## config.mk

```make
export PLATFORM = sky130hd
export DESIGN_NAME = rom_port_arbiter
export DESIGN_NICKNAME = d
export VERILOG_FILES = /design/src/rtl/rom_arb_pkg.sv /design/src/rtl/rom_arb_pick.sv /design/src/rtl/rom_port_arbiter.sv
export SDC_FILE = /design/constraint.sdc
export NUM_CORES = 1
export LEC_CHECK = 0
export ABC_CLOCK_PERIOD_IN_PS = 3900
export BUFFER_PORTS_ARGS = -buffer_cell sky130_fd_sc_hd__buf_2
export CORE_MARGIN = 4
export CORE_UTILIZATION = 37
export CTS_CLUSTER_SIZE = 20
export DETAILED_ROUTE_END_ITERATION = 7
export PLACE_DENSITY = 0.62
export SETUP_SLACK_MARGIN = 0.1
export SLEW_MARGIN = 10
export SYNTH_ARGS = -nofsm -noshare
export SYNTH_HDL_FRONTEND = slang
export SYNTH_SLANG_ARGS = --single-unit
export TNS_END_PERCENT = 50
```

## constraint.sdc

```tcl
create_clock -name mclk -period 3.9 [get_ports mclk]
set_input_delay 0.195 -clock mclk [delete_from_list [all_inputs] [get_ports mclk]]
set_output_delay 0.195 -clock mclk [all_outputs]
set_load 0.005 [all_outputs]
```

## src/rtl/rom_arb_pkg.sv

```systemverilog
// Shared types and helpers for the cartridge ROM port arbiter.
// The optional statistics block is enabled with the ROM_ARB_STATS_EN macro
// (see rom_port_arbiter).
package rom_arb_pkg;

    typedef enum logic [1:0] {
        IDLE  = 2'd0,
        ISSUE = 2'd1,
        RESP  = 2'd2
    } state_t;

    localparam int MAX_NREQ = 8;

    // Byte lane select for byte reads: odd addresses take the high lane.
    function automatic logic [7:0] byte_sel(input logic addr0, input logic [15:0] q);
        return addr0 ? q[15:8] : q[7:0];
    endfunction

endpackage

```

## src/rtl/rom_arb_pick.sv

```systemverilog
// Combinational grant picker for the ROM port arbiter.
// Order: lowest starving secondary, then requester 0, then round-robin over
// the secondaries starting at the pointer.
module rom_arb_pick
    import rom_arb_pkg::*;
#(
    parameter int NREQ = 3,
    localparam int IW = $clog2(NREQ)
) (
    input  logic [NREQ-1:0] valid,
    input  logic [NREQ-1:0] starved,
    input  logic [IW-1:0]   pointer,
    output logic [NREQ-1:0] grant,
    output logic [IW-1:0]   index,
    output logic            any
);

    // Walk the three priority tiers; the first hit wins.
    always_comb begin
        logic found;
        int   cand;
        found = 1'b0;
        cand  = 0;
        index = '0;
        grant = '0;
        for (int i = 1; i < NREQ; i++) begin
            if (!found && valid[i] && starved[i]) begin
                found = 1'b1;
                index = IW'(i);
            end
        end
        if (!found && valid[0]) begin
            found = 1'b1;
            index = '0;
        end
        for (int k = 0; k < NREQ - 1; k++) begin
            // Secondaries live in 1..NREQ-1, so wrap back to 1, never to 0.
            cand = int'(pointer) + k;
            if (cand >= NREQ) begin
                cand = cand - (NREQ - 1);
            end
            if (!found && valid[cand]) begin
                found = 1'b1;
                index = IW'(cand);
            end
        end
        any = found;
        if (found) begin
            grant[index] = 1'b1;
        end
    end

    // Keep the parameter range honest at elaboration.
    if (NREQ < 2 || NREQ > MAX_NREQ) begin : g_bad_nreq
        $error("rom_arb_pick: NREQ out of range");
    end

endmodule

```

## src/rtl/rom_port_arbiter.sv

```systemverilog
// Shares one cartridge ROM port between NREQ read requesters, one access at
// a time, with starvation protection for the secondary requesters and an
// ack timeout on the ROM controller.
// Optional feature: define ROM_ARB_STATS_EN to add grant/timeout counters.
//
// state | meaning
// IDLE  | no access in flight; grant any pending requester this cycle
// ISSUE | mem_req high, waiting for mem_ack or timeout
// RESP  | one-cycle response strobe to the granted requester
module rom_port_arbiter
    import rom_arb_pkg::*;
#(
    parameter int NREQ         = 3,
    parameter int AW           = 24,
    parameter int DW           = 16,
    parameter int STARVE_LIMIT = 15,
    parameter int TIMEOUT      = 1023
) (
    input  logic               mclk,
    input  logic               rst,
    input  logic [NREQ-1:0]    req_valid,
    input  logic [NREQ*AW-1:0] req_addr,
    input  logic [NREQ-1:0]    req_word,
    output logic [NREQ-1:0]    req_ready,
    output logic [NREQ-1:0]    rsp_valid,
    output logic [DW-1:0]      rsp_data,
    output logic               rsp_err,
    output logic               mem_req,
    output logic [AW-1:0]      mem_addr,
    output logic               mem_word,
    input  logic               mem_ack,
    input  logic [DW-1:0]      mem_q
`ifdef ROM_ARB_STATS_EN
    ,
    output logic [NREQ*16-1:0] stat_grants,
    output logic [15:0]        stat_timeouts
`endif
);

    localparam int IW = $clog2(NREQ);
    localparam int SW = $clog2(STARVE_LIMIT + 1);
    localparam int TW = $clog2(TIMEOUT + 1);

    state_t            state;
    state_t            state_nx;

    logic [NREQ-1:0]   pick_grant;
    logic [IW-1:0]     pick_idx;
    logic              pick_any;
    logic [NREQ-1:0]   starved;
    logic [IW-1:0]     rr_ptr;
    logic [SW-1:0]     starve [NREQ];

    logic [NREQ-1:0]   gnt_oh;
    logic [AW-1:0]     addr_q;
    logic              word_q;
    logic [DW-1:0]     data_q;
    logic              err_q;
    logic [TW-1:0]     tmo_cnt;
    logic              grant_now;
    logic              timeout_hit;

    rom_arb_pick #(
        .NREQ (NREQ)
    ) u_pick (
        .valid   (req_valid),
        .starved (starved),
        .pointer (rr_ptr),
        .grant   (pick_grant),
        .index   (pick_idx),
        .any     (pick_any)
    );

    assign grant_now   = (state == IDLE) && pick_any;
    assign timeout_hit = (state == ISSUE) && !mem_ack && (tmo_cnt == '0);

    // A starving requester is one whose counter has saturated.
    always_comb begin
        starved = '0;
        for (int i = 1; i < NREQ; i++) begin
            starved[i] = (starve[i] == SW'(STARVE_LIMIT));
        end
    end

    // State register.
    always_ff @(posedge mclk or posedge rst) begin
        if (rst) begin
            state <= IDLE;
        end else begin
            state <= state_nx;
        end
    end

    // Next-state logic: ack wins over a timeout landing in the same cycle.
    always_comb begin
        state_nx = state;
        case (state)
            IDLE:    if (pick_any) state_nx = ISSUE;
            ISSUE:   if (mem_ack || tmo_cnt == '0) state_nx = RESP;
            RESP:    state_nx = IDLE;
            default: state_nx = IDLE;
        endcase
    end

    // Output decode; accept pulse is combinational so it lands in the grant cycle.
    always_comb begin
        req_ready = grant_now ? pick_grant : '0;
        rsp_valid = (state == RESP) ? gnt_oh : '0;
        rsp_err   = (state == RESP) && err_q;
        rsp_data  = data_q;
        mem_addr  = addr_q;
        mem_word  = word_q;
    end

    // Access datapath: latch the granted request, run the timeout down-counter, capture data.
    always_ff @(posedge mclk or posedge rst) begin
        if (rst) begin
            mem_req <= 1'b0;
            gnt_oh  <= '0;
            addr_q  <= '0;
            word_q  <= 1'b0;
            data_q  <= '0;
            err_q   <= 1'b0;
            tmo_cnt <= '0;
        end else begin
            mem_req <= (state_nx == ISSUE);
            if (grant_now) begin
                gnt_oh  <= pick_grant;
                addr_q  <= req_addr[int'(pick_idx)*AW +: AW];
                word_q  <= req_word[pick_idx];
                err_q   <= 1'b0;
                tmo_cnt <= TW'(TIMEOUT - 1);
            end else if (state == ISSUE) begin
                if (mem_ack) begin
                    data_q <= word_q ? mem_q
                                     : {{(DW-8){1'b0}}, byte_sel(addr_q[0], mem_q[15:0])};
                end else if (timeout_hit) begin
                    data_q <= '1;
                    err_q  <= 1'b1;
                end else begin
                    tmo_cnt <= tmo_cnt - TW'(1);
                end
            end
        end
    end

    // Round-robin pointer advances past each secondary grant, skipping requester 0.
    always_ff @(posedge mclk or posedge rst) begin
        if (rst) begin
            rr_ptr <= IW'(1);
        end else if (grant_now && pick_idx != '0) begin
            rr_ptr <= (int'(pick_idx) == NREQ - 1) ? IW'(1) : pick_idx + IW'(1);
        end
    end

    // Starve counters: count ungranted pending cycles, clear on grant or withdrawal.
    always_ff @(posedge mclk or posedge rst) begin
        if (rst) begin
            for (int i = 0; i < NREQ; i++) begin
                starve[i] <= '0;
            end
        end else begin
            starve[0] <= '0;
            for (int i = 1; i < NREQ; i++) begin
                if (!req_valid[i] || req_ready[i]) begin
                    starve[i] <= '0;
                end else if (starve[i] != SW'(STARVE_LIMIT)) begin
                    starve[i] <= starve[i] + SW'(1);
                end
            end
        end
    end

`ifdef ROM_ARB_STATS_EN
    // Saturating per-requester grant counters and timeout counter.
    always_ff @(posedge mclk or posedge rst) begin
        if (rst) begin
            stat_grants   <= '0;
            stat_timeouts <= '0;
        end else begin
            for (int i = 0; i < NREQ; i++) begin
                if (req_ready[i] && stat_grants[i*16 +: 16] != 16'hFFFF) begin
                    stat_grants[i*16 +: 16] <= stat_grants[i*16 +: 16] + 16'd1;
                end
            end
            if (timeout_hit && stat_timeouts != 16'hFFFF) begin
                stat_timeouts <= stat_timeouts + 16'd1;
            end
        end
    end
`endif

endmodule

```

==> reports/qor.yml, run 1 <==
status: "complete, no violations"
finClkSkew_ns: 0.00961
synth_seq_area_share_pct: 47.2
maxSlewHeadroom_pct: 27.6
synth-seq-cells: 68
clockRootBuffer: "clkbuf_8"
whs_ns: 0.00636
gr-usage-all-layers_pct: 18.8
antenna_found_initial: 0
critPathLaunchType: "register"
place_inst: 640
fin_crit_sh_pct: 71.3
ios: 146
cp_top_family: "simple AND/OR/NAND/NOR gates"
diodes: 0
required_ns: 3.70
synthDistinctLibCells: 52
crit_chain: "ha_1, and3_1, nand2_1, nand3_1, nor2_1, buf_2"
critPathKind: "reg -> out"
htree_levels: 3
period_needed_ns: 2.78
io_buffers: 145
cts_setup_buffers: 0
die_h_um: 107
die_area_sq_um: 11400
grt_overflow: 0
cts.sinks: 68
crit_buf_inv: 1
worstSetupEndpointType: "output port"
critical-path-max-stage-delay_ns: 0.65
syn-instance-count: 392
report.final.slew_viol_count: 0
via_per_inst: 5.52
fin_ws_ns: 1.12
numCtsBuffers: 9
layout-drive-gt1-share_pct: 36.6
core-area_sq_um: 9370
yosysMostFrequentCell: "dfrtp_1"
placementRows: 35
yosys.area.top_type: "dfrtp_1"
yosys_warnings: 0
maxCapViolations: 0
drcViolationCount: 0
rsz0062_at_grt: "false"
synth_nets: 492
ys_async_sr_fraction_pct: 100
grt_pass1_vias: 3561
place.gp.congestion: 0.851
clk_latency_ns: 0.34
synthTopCellsByArea: "dfrtp_1 46%, a32oi_1 6.1%, a31oi_1 5.9%"
hold_viol_final: 0
cts_hold_buffers: 0
r2r_setup_slack_ns: 1.26
drtIter0Drc: 198
ys.flop_type: "dfrtp_1"
hold_class: "in -> async"
critPathArrivalTime_ns: 2.59
synth_edf_count: 0
cts_tree: "built"
fmax_mhz: 359
ir_drop_v: 0.000278
power_leakage_nw: 2.08
pre_cts_ws_ns: 1.29
fin_nets: 622
rr_worst_depth: 6
syn_avg_cell_area_sq_um: 9.21
synth.top_cell.area_share_pct: 46.4
totalWireLength_um: 10700
cts_buffer_depth: 2
cts.clk_slew.worst_paths_ns: 0.08
grt_max_degree: 41
synth_area_sq_um: 3610
postRouteAntennaNets: 0
post_drt_wl_per_cell_um: 16.3
critPathMaxFanout: 28
worst_slew_pin_slew_ns: 1.09
grt_pass1_wl_um: 17100
drt_pass1_iterations: 4
fin_cells: 656
power.density_nw_per_um2: 685
area_delta_synth_final_pct: 29.1
initial_core_util_pct: 38.5
setup_viol: 0
yosys-top-cells-count: "67 x dfrtp_1, 43 x nor2_1, 35 x nand2_1"
dieWidth_um: 107
cts_resized: 0
cpMaxStageDelayCell: "nand2_1"
setup_tns_ns: 0
vias: 3618
path_depth: 6
dp_hpwl_um: 7790
p_total_mw: 3.19
==> kinds of logic (layout without fill, tap and decap cells) <==
kind of cell | Yosys count | in the layout | synth area share [%]
simple gates | 168 | 168 | 23.6
compound gates | 107 | 107 | 22.0
flops | 68 | 68 | 47.2
buf+inv | 42 | 177 | 5.20
fa+ha+maj | 3 | 3 | 1.04
xor+xnor | 3 | 3 | 0.728
mux | 1 | 1 | 0.277
==> sequential cells by signal, summed over array words and instances (netlist names), 2 cells and up <==
register  cells
state         2
starve        8
rr_ptr        2
gnt_oh        3
tmo_cnt      10
rsp_data     16
mem_addr     24
==> per-stage QoR <==
step	util, %	area [sq um]
6_report	49.7	4660
5_1_grt	49.7	4660
4_1_cts	49.7	4660
3_5_place_dp	47.1	4410
3_3_place_gp	47.1	4410
2_1_floorplan	-	3610
==> power by group <==
part	switching, mW	internal, mW	total, mW
logic	0.716	0.540	1.26
registers	0.215	0.998	1.21
clock network	0.283	0.442	0.725
==> path summary, 6_finish.rpt <==
check                                          end                  start
max                                   req_ready[0]  starve[0]$_DFFE_PP0P_
min                        mem_addr[5]$_DFFE_PP0P_                    rst
max reg2reg                   mem_word$_DFFE_PP0P_  starve[0]$_DFFE_PP0P_
min reg2reg                  gnt_oh[1]$_DFFE_PP0P_  gnt_oh[1]$_DFFE_PP0P_
max in group asynchronous    rr_ptr[0]$_DFFE_PP1P_                    rst
min in group mclk          rsp_data[7]$_DFFE_PP0P_               mem_q[7]
==> per-layer routing <==
metal / vias up / GRT usage [%] / share of wire, %
met5: - / 0 / 0
met4: 0 / 6.85 / 1.7
met3: 20 / 5.30 / 7.6
met2: 165 / 30.0 / 45
met1: 1702 / 24.3 / 45
li1: 1731 / - / -
==> cell type report <==
type	instances	area, sq um
tap	129	161
sequential	68	1700
multi-input combinational	282	1740
timing repair buffer	151	771
inverter	10	37.5
fill	938	4710
clock buffer	10	138
clock inverter	6	111
==> layout by cell type, fill, tap and decap left out, types with 3 or more instances in the layout <==
master	n
a211oi_1	3
a21oi_1	5
a21oi_2	8
a31oi_1	34
a32oi_1	25
and2_1	4
buf_2	145
buf_4	6
bufinv_16	3
clkbuf_8	10
dfrtp_1	67
ha_1	3
inv_1	9
nand2_1	35
nand2b_1	5
nand3_1	10
nand4_1	26
nor2_1	41
nor2_2	3
nor2b_1	4
nor3_1	20
o21a_1	3
o21ai_0	12
or2_2	3
or3_1	4
xnor2_1	3
(Power assumes the default switching activity.)
==> inputs of run 2 (changes only) <==
Settings changed: ABC_CLOCK_PERIOD_IN_PS 3900 to 2800.
Clock period 3.9 ns to 2.8 ns, I/O delays scaled along.
==> run 2 against run 1 <==
  * Largest cell class unchanged
  * Combinational power rose by 42%
  * Register-to-register slack got worse by 0.71 ns
  * Flip-flop and latch count stayed put
  * Non-clock buffer count up 7
  * Final cell count grew 1.1%
  * Worst hold slack improved by 0.040 ns
  * Via count shrank 0.88%
  * Clock-buffer cell count is the same
  * First-iteration DRC count is 13% lower
  * Die area did not move
  * Utilization rose by 0.71 points
==> reports/qor.yml, run 2 (same netlist as run 1, synthesis figures left out) <==
power_leakage_nw: 2.12  # was 2.08 nW
clk_latency_ns: 0.35  # was 0.34 ns
worstSetupEndpointType: "output port"  # unchanged
totalWireLength_um: 10500  # was 10700 um
rsz0062_at_grt: "true"  # was false
whs_ns: 0.0459  # was 0.00636 ns
worst_slew_pin_slew_ns: 0.730  # was 1.09 ns
critPathKind: "reg -> out"  # unchanged
critical-path-max-stage-delay_ns: 0.54  # was 0.65 ns
final_common_cell: "buf_2"  # unchanged
io_buffers: 145  # unchanged
finClkSkew_ns: 0.0113  # was 0.00961 ns
required_ns: 2.66  # was 3.70 ns
core-area_sq_um: 9370  # unchanged
cts.sinks: 68  # unchanged
setup_tns_ns: 0  # unchanged
fin_crit_sh_pct: 91.6
fillerInstances: 944  # was 938
area_delta_synth_final_pct: 30.9  # was 29.1%
dieWidth_um: 107  # unchanged
cts_setup_buffers: 0  # unchanged
maxSlewHeadroom_pct: 50.9  # was 27.6%
vias: 3586  # was 3618
fmax_mhz: 390
dp_hpwl_um: 8000  # was 7790 um
grt_pass1_vias: 3524  # was 3561
fin_nets: 629  # was 622
drtIter0Drc: 172  # was 198
place.gp.congestion: 0.857  # was 0.851
layout_common_cells: "145 x buf_2, 67 x dfrtp_1, 41 x nor2_1, 35 x nand2_1, 34 x a31oi_1"  # unchanged
period_needed_ns: 2.57
highest_layer: "met4"  # unchanged
die_h_um: 107  # unchanged
report.final.slew_viol_count: 0  # unchanged
p_total_mw: 4.44  # was 3.19 mW
drcViolationCount: 0  # unchanged
layout-drive-gt1-share_pct: 37.1  # was 36.6%
dr_wl_met2_um: 4810  # was 4860 um
critPathLaunchType: "register"  # unchanged
regArea_sq_um: 1700  # unchanged
cp_top_family: "compound AO/OA/AOI/OAI gates"  # was simple AND/OR/NAND/NOR gates
clockRootBuffer: "clkbuf_8"  # unchanged
largest_register_ffs: 24  # unchanged
antenna_found_initial: 0  # unchanged
postRouteAntennaNets: 0  # unchanged
via_per_inst: 5.41  # was 5.52
placementRows: 35  # unchanged
multi_input_comb_area_sq_um: 1750  # was 1740 sq um
die_area_sq_um: 11400  # unchanged
maxCapViolations: 0  # unchanged
wl_met1_um: 4560  # was 4830 um
post_drt_wl_per_cell_um: 15.9  # was 16.3 um
crit_chain: "ha_1, and3_1, o311a_1, buf_4, nor2_1, buf_2"  # was ha_1, and3_1, nand2_1, nand3_1, nor2_1, buf_2
hold_viol_final: 0  # unchanged
pre_cts_ws_ns: 0.558  # was 1.29 ns
hold_class: "in -> reg"  # was in -> async
fin_ws_ns: 0.235  # was 1.12 ns
critPathArrivalTime_ns: 2.43  # was 2.59 ns
grt_pass1_wl_um: 17000  # was 17100 um
power.density_nw_per_um2: 940  # was 685 nW/um^2
critPathMaxFanout: 20  # was 28
route.met3.wl_um: 959  # was 818 um
ios: 146  # unchanged
cpMaxStageDelayCell: "o311a_1"  # was nand2_1
diodes: 0  # unchanged
cts_tree: "built"  # unchanged
gr-usage-all-layers_pct: 18.7  # was 18.8%
numCtsBuffers: 9  # unchanged
status: "complete, no violations"  # unchanged
crit_buf_inv: 2  # was 1
grt_overflow: 0  # unchanged
cts.clk_slew.worst_paths_ns: 0.08  # about the same
drt_pass1_iterations: 4  # unchanged
grt_max_degree: 43  # was 41
htree_levels: 3  # unchanged
ir_drop_v: 0.000423  # was 0.000278 V
initial_core_util_pct: 38.5  # unchanged
setup_viol: 0  # unchanged
cts_buffer_depth: 2  # unchanged
==> run 2: final cells by class <==
cell class / count / area share, %
multi-input cells: 282 / 37.0
clock inverters: 6 / 2.38
flip-flops and latches: 68 / 36.0
repair buffers: 158 / 17.7
clock buffers: 10 / 2.70
well taps: 129 / 3.41
inverters: 10 / 0.794
==> run 2: per-layer routing <==
layer,global-route usage [%],vias to the layer above
met2,29.5,165
met1,24.5,1662
met5,0,-
met4,6.12,0
li1,-,1743
met3,5.54,16
==> run 2: timing repair <==
| item | 4_1_cts | 5_1_grt |
|---|---|---|
| hold endpoints to repair | 19 | 0 |
| endpoints found under the setup margin | 0 | 2 |
| hold buffers | 1 | 0 |
| resized for setup | 0 | 1 |
==> run 2: path summary, 6_finish.rpt <==
check,depth (start not counted),endpoint,start,slack [ns]
worst max-delay path,6,req_ready[1],starve[0]$_DFFE_PP0P_,0.23
worst min-delay path,3,rsp_data[2]$_DFFE_PP0P_,mem_q[2],0.05
worst max register to register,6,mem_addr[18]$_DFFE_PP0P_,starve[0]$_DFFE_PP0P_,0.55
worst min register to register,2,err_q$_DFFE_PP0P_,err_q$_DFFE_PP0P_,0.48
max in group asynchronous,4,tmo_cnt[2]$_DFFE_PP0P_,rst,1.73
min in group asynchronous,3,starve[4]$_DFFE_PP0P_,rst,0.34
==> run 2: worst register-to-register path, delay by kind of cell (launching register included) <==
| kind | cells | cell delay, ns |
|---|---|---|
| compound gates | 2 | 0.68 |
| flops | 1 | 0.41 |
| buf+inv | 1 | 0.33 |
| simple gates | 2 | 0.50 |
| fa+ha+maj | 1 | 0.24 |
==> run 2: through the flow <==
stage                     instances  cell area [sq um]  utilization [%]
after floorplan                 392               3610                -
after global placement          646               4470             47.7
after detailed placement        646               4470             47.7
after CTS                       663               4720             50.4
after global routing            663               4730             50.4
final                           663               4730             50.4
==> run 2: where the power goes <==
group	switching [mW]	internal [mW]	total [mW]
Combinational	1.00	0.790	1.79
Clock	0.383	0.593	0.977
Sequential	0.286	1.39	1.68
Total	1.67	2.77	4.44
==> inputs of run 3 (changes only) <==
Settings changed: ABC_AREA set to 1, ABC_CLOCK_PERIOD_IN_PS 2800 to not set, PLACE_DENSITY 0.62 to 0.61, SYNTH_HIERARCHICAL set to 1.
==> run 3 against run 2 <==
  * Utilization is 2.7 points lower
  * Critical endpoint is now req_ready[2]
  * Clock-buffer cell count is 4 higher
  * Fmax is 2.4% higher
  * Sequential share of layout area is 1.3 points lower
  * Area after synthesis is 7.7% higher
  * Via count is 9.1% higher
  * Cell area is 3.8% higher
  * Combinational power is 48% higher
  * Non-clock buffer count is 5 lower
  * Sequential power is 7% higher
  * Worst setup slack better by 0.059 ns
  * Clock skew is 0.0015 ns lower
  * Highest routed layer unchanged
==> reports/qor.yml, run 3 <==
status: "complete, no violations"  # unchanged
via_per_inst: 5.11  # was 5.41
required_ns: 2.66  # about the same
p_total_mw: 5.28  # was 4.44 mW
hold_viol_final: 0  # unchanged
cts.clk_slew.worst_paths_ns: 0.08  # about the same
cts.sinks: 68  # unchanged
totalWireLength_um: 11200  # was 10500 um
syn-instance-count: 490  # was 392
layout-drive-gt1-share_pct: 32.9  # was 37.1%
fillerInstances: 1031  # was 944
diodes: 0  # unchanged
area_delta_synth_final_pct: 26.2  # was 30.9%
cts_buffer_depth: 2  # unchanged
report.final.slew_viol_count: 0  # unchanged
crit_buf_inv: 4  # was 2
critPathKind: "reg -> out"  # unchanged
grt_pass1_wl_um: 18700  # was 17000 um
setup_tns_ns: 0  # unchanged
grt_max_degree: 53  # was 43
vias: 3911  # was 3586
layout_common_cells: "145 x buf_2, 95 x nand3_1, 75 x nand2_1, 67 x dfrtp_1, 54 x nor2_1"  # was 145 x buf_2, 67 x dfrtp_1, 41 x nor2_1, 35 x nand2_1, 34 x a31oi_1
synth_area_sq_um: 3890  # was 3610 sq um
die_area_sq_um: 12200  # was 11400 sq um
cpMaxStageDelayCell: "dfrtp_1"  # was o311a_1
cts_tree: "built"  # unchanged
htree_levels: 3  # unchanged
synth_nets: 591  # was 492
grt_pass1_vias: 3982  # was 3524
numCtsBuffers: 9  # unchanged
die_h_um: 111  # was 107 um
fmax_mhz: 399  # was 390 MHz
placementRows: 37  # was 35
fin_crit_sh_pct: 89.5  # was 91.6%
path_common_cell: "nand2_2"
maxSlewHeadroom_pct: 53.9  # was 50.9%
dieWidth_um: 111  # was 107 um
core-area_sq_um: 10300  # was 9370 sq um
syn_avg_cell_area_sq_um: 7.94  # was 9.21 sq um
crit_chain: "ha_1, nand2_1, inv_1, nand2_1, inv_1, nand2_2, nand2_2, nor2_4, nand3b_1, nand2_2, buf_6, nor2_1, buf_2"  # was ha_1, and3_1, o311a_1, buf_4, nor2_1, buf_2
period_needed_ns: 2.51  # was 2.57 ns
post_drt_wl_per_cell_um: 14.6  # was 15.9 um
gr-usage-all-layers_pct: 18.5  # was 18.7%
grt_overflow: 0  # unchanged
largest_register_ffs: 24  # unchanged
io_buffers: 145  # unchanged
clockRootBuffer: "clkbuf_8"  # unchanged
maxCapViolations: 0  # unchanged
clk_latency_ns: 0.35  # about the same
r2r_setup_slack_ns: 0.40  # was 0.55 ns
worst_slew_pin_slew_ns: 0.691  # was 0.730 ns
critical-path-max-stage-delay_ns: 0.40  # was 0.54 ns
drt_pass1_iterations: 5  # was 4
power.density_nw_per_um2: 1080  # was 940 nW/um^2
drtIter0Drc: 240  # was 172
initial_core_util_pct: 37.8  # was 38.5%
setup_viol: 0  # unchanged
power_leakage_nw: 2.47  # was 2.12 nW
yosys_warnings: 6  # was 0
worstSetupEndpointType: "output port"  # unchanged
postRouteAntennaNets: 0  # unchanged
antenna_found_initial: 0  # unchanged
rsz0062_at_grt: "false"  # was true
finClkSkew_ns: 0.00989  # was 0.0113 ns
hold_class: "in -> reg"  # unchanged
critPathArrivalTime_ns: 2.37  # was 2.43 ns
critPathMaxFanout: 26  # was 20
cp_top_family: "simple AND/OR/NAND/NOR gates"  # was compound AO/OA/AOI/OAI gates
ir_drop_v: 0.000378  # was 0.000423 V
place.gp.congestion: 0.864  # was 0.857
final_common_cell: "buf_2"  # unchanged
ios: 146  # unchanged
critPathLaunchType: "register"  # unchanged
fin_nets: 725  # was 629
dp_hpwl_um: 8230  # was 8000 um
drcViolationCount: 0  # unchanged
[run 3: metal layers]
layer  track usage, %  share of wire, %
met4             9.03               2.9
met1             23.5                44
met3             4.93               8.4
met2             29.2                45
met5                0                 0
[run 3: final cells by class]
class | instances | area, sq um | share of cell area, %
timing repair buffer | 153 | 805 | 16.4
inverter | 44 | 165 | 3.37
clock buffer | 14 | 163 | 3.32
sequential | 68 | 1700 | 34.7
tap | 136 | 170 | 3.47
clock inverter | 2 | 35.0 | 0.714
multi-input combinational | 348 | 1870 | 38.0
[run 3: final timing paths]
check / start / to / cells after the start
setup / recovery: starve[4]$_DFFE_PP0P_ / req_ready[2] / 13
hold / removal: req_addr[67] / mem_addr[19]$_DFFE_PP0P_ / 3
setup reg to reg: starve[4]$_DFFE_PP0P_ / rr_ptr[0]$_DFFE_PP1P_ / 15
hold reg to reg: rsp_data[14]$_DFFE_PP0P_ / rsp_data[14]$_DFFE_PP0P_ / 2
max in group asynchronous: rst / rr_ptr[0]$_DFFE_PP1P_ / 4
min in group asynchronous: rst / mem_addr[18]$_DFFE_PP0P_ / 3
[run 3: tightest hold or removal path: stages]
cell and delay [ns]:
buf_2 0.09, nand3_1 0.06, a31oi_1 0.08
[run 3: what timing repair did]
item | 4_1_cts | 5_1_grt
endpoints found under the setup margin | 0 | 1
buffers inserted | 0 | 0
resized for setup | 0 | 1
hold endpoints to repair | 30 | 0
hold buffers | 1 | 0
[run 3: report_power, final]
group | internal [mW] | switching [mW] | leakage [nW] | total, mW
clock | 0.460 | 0.373 | 0.101 | 0.833
sequential | 1.45 | 0.336 | 0.804 | 1.79
combinational | 1.01 | 1.65 | 1.57 | 2.65
[run 3: through the flow]
| stage | setup WS [ns] | cell area, sq um | utilization [%] | std cells | hold WS (ns) |
|---|---|---|---|---|---|
| global route | 0.101 | 4910 | 47.7 | 765 | 0.0534 |
| floorplan | 0.591 | 3890 | - | 490 | 0.288 |
| CTS | 0.193 | 4900 | 47.7 | 765 | 0.0449 |
| detailed placement | 0.448 | 4690 | 45.7 | 748 | 0.299 |
| global placement | 0.540 | 4690 | 45.7 | 748 | 0.282 |
| finish | 0.294 | 4910 | 47.7 | 765 | 0.0601 |
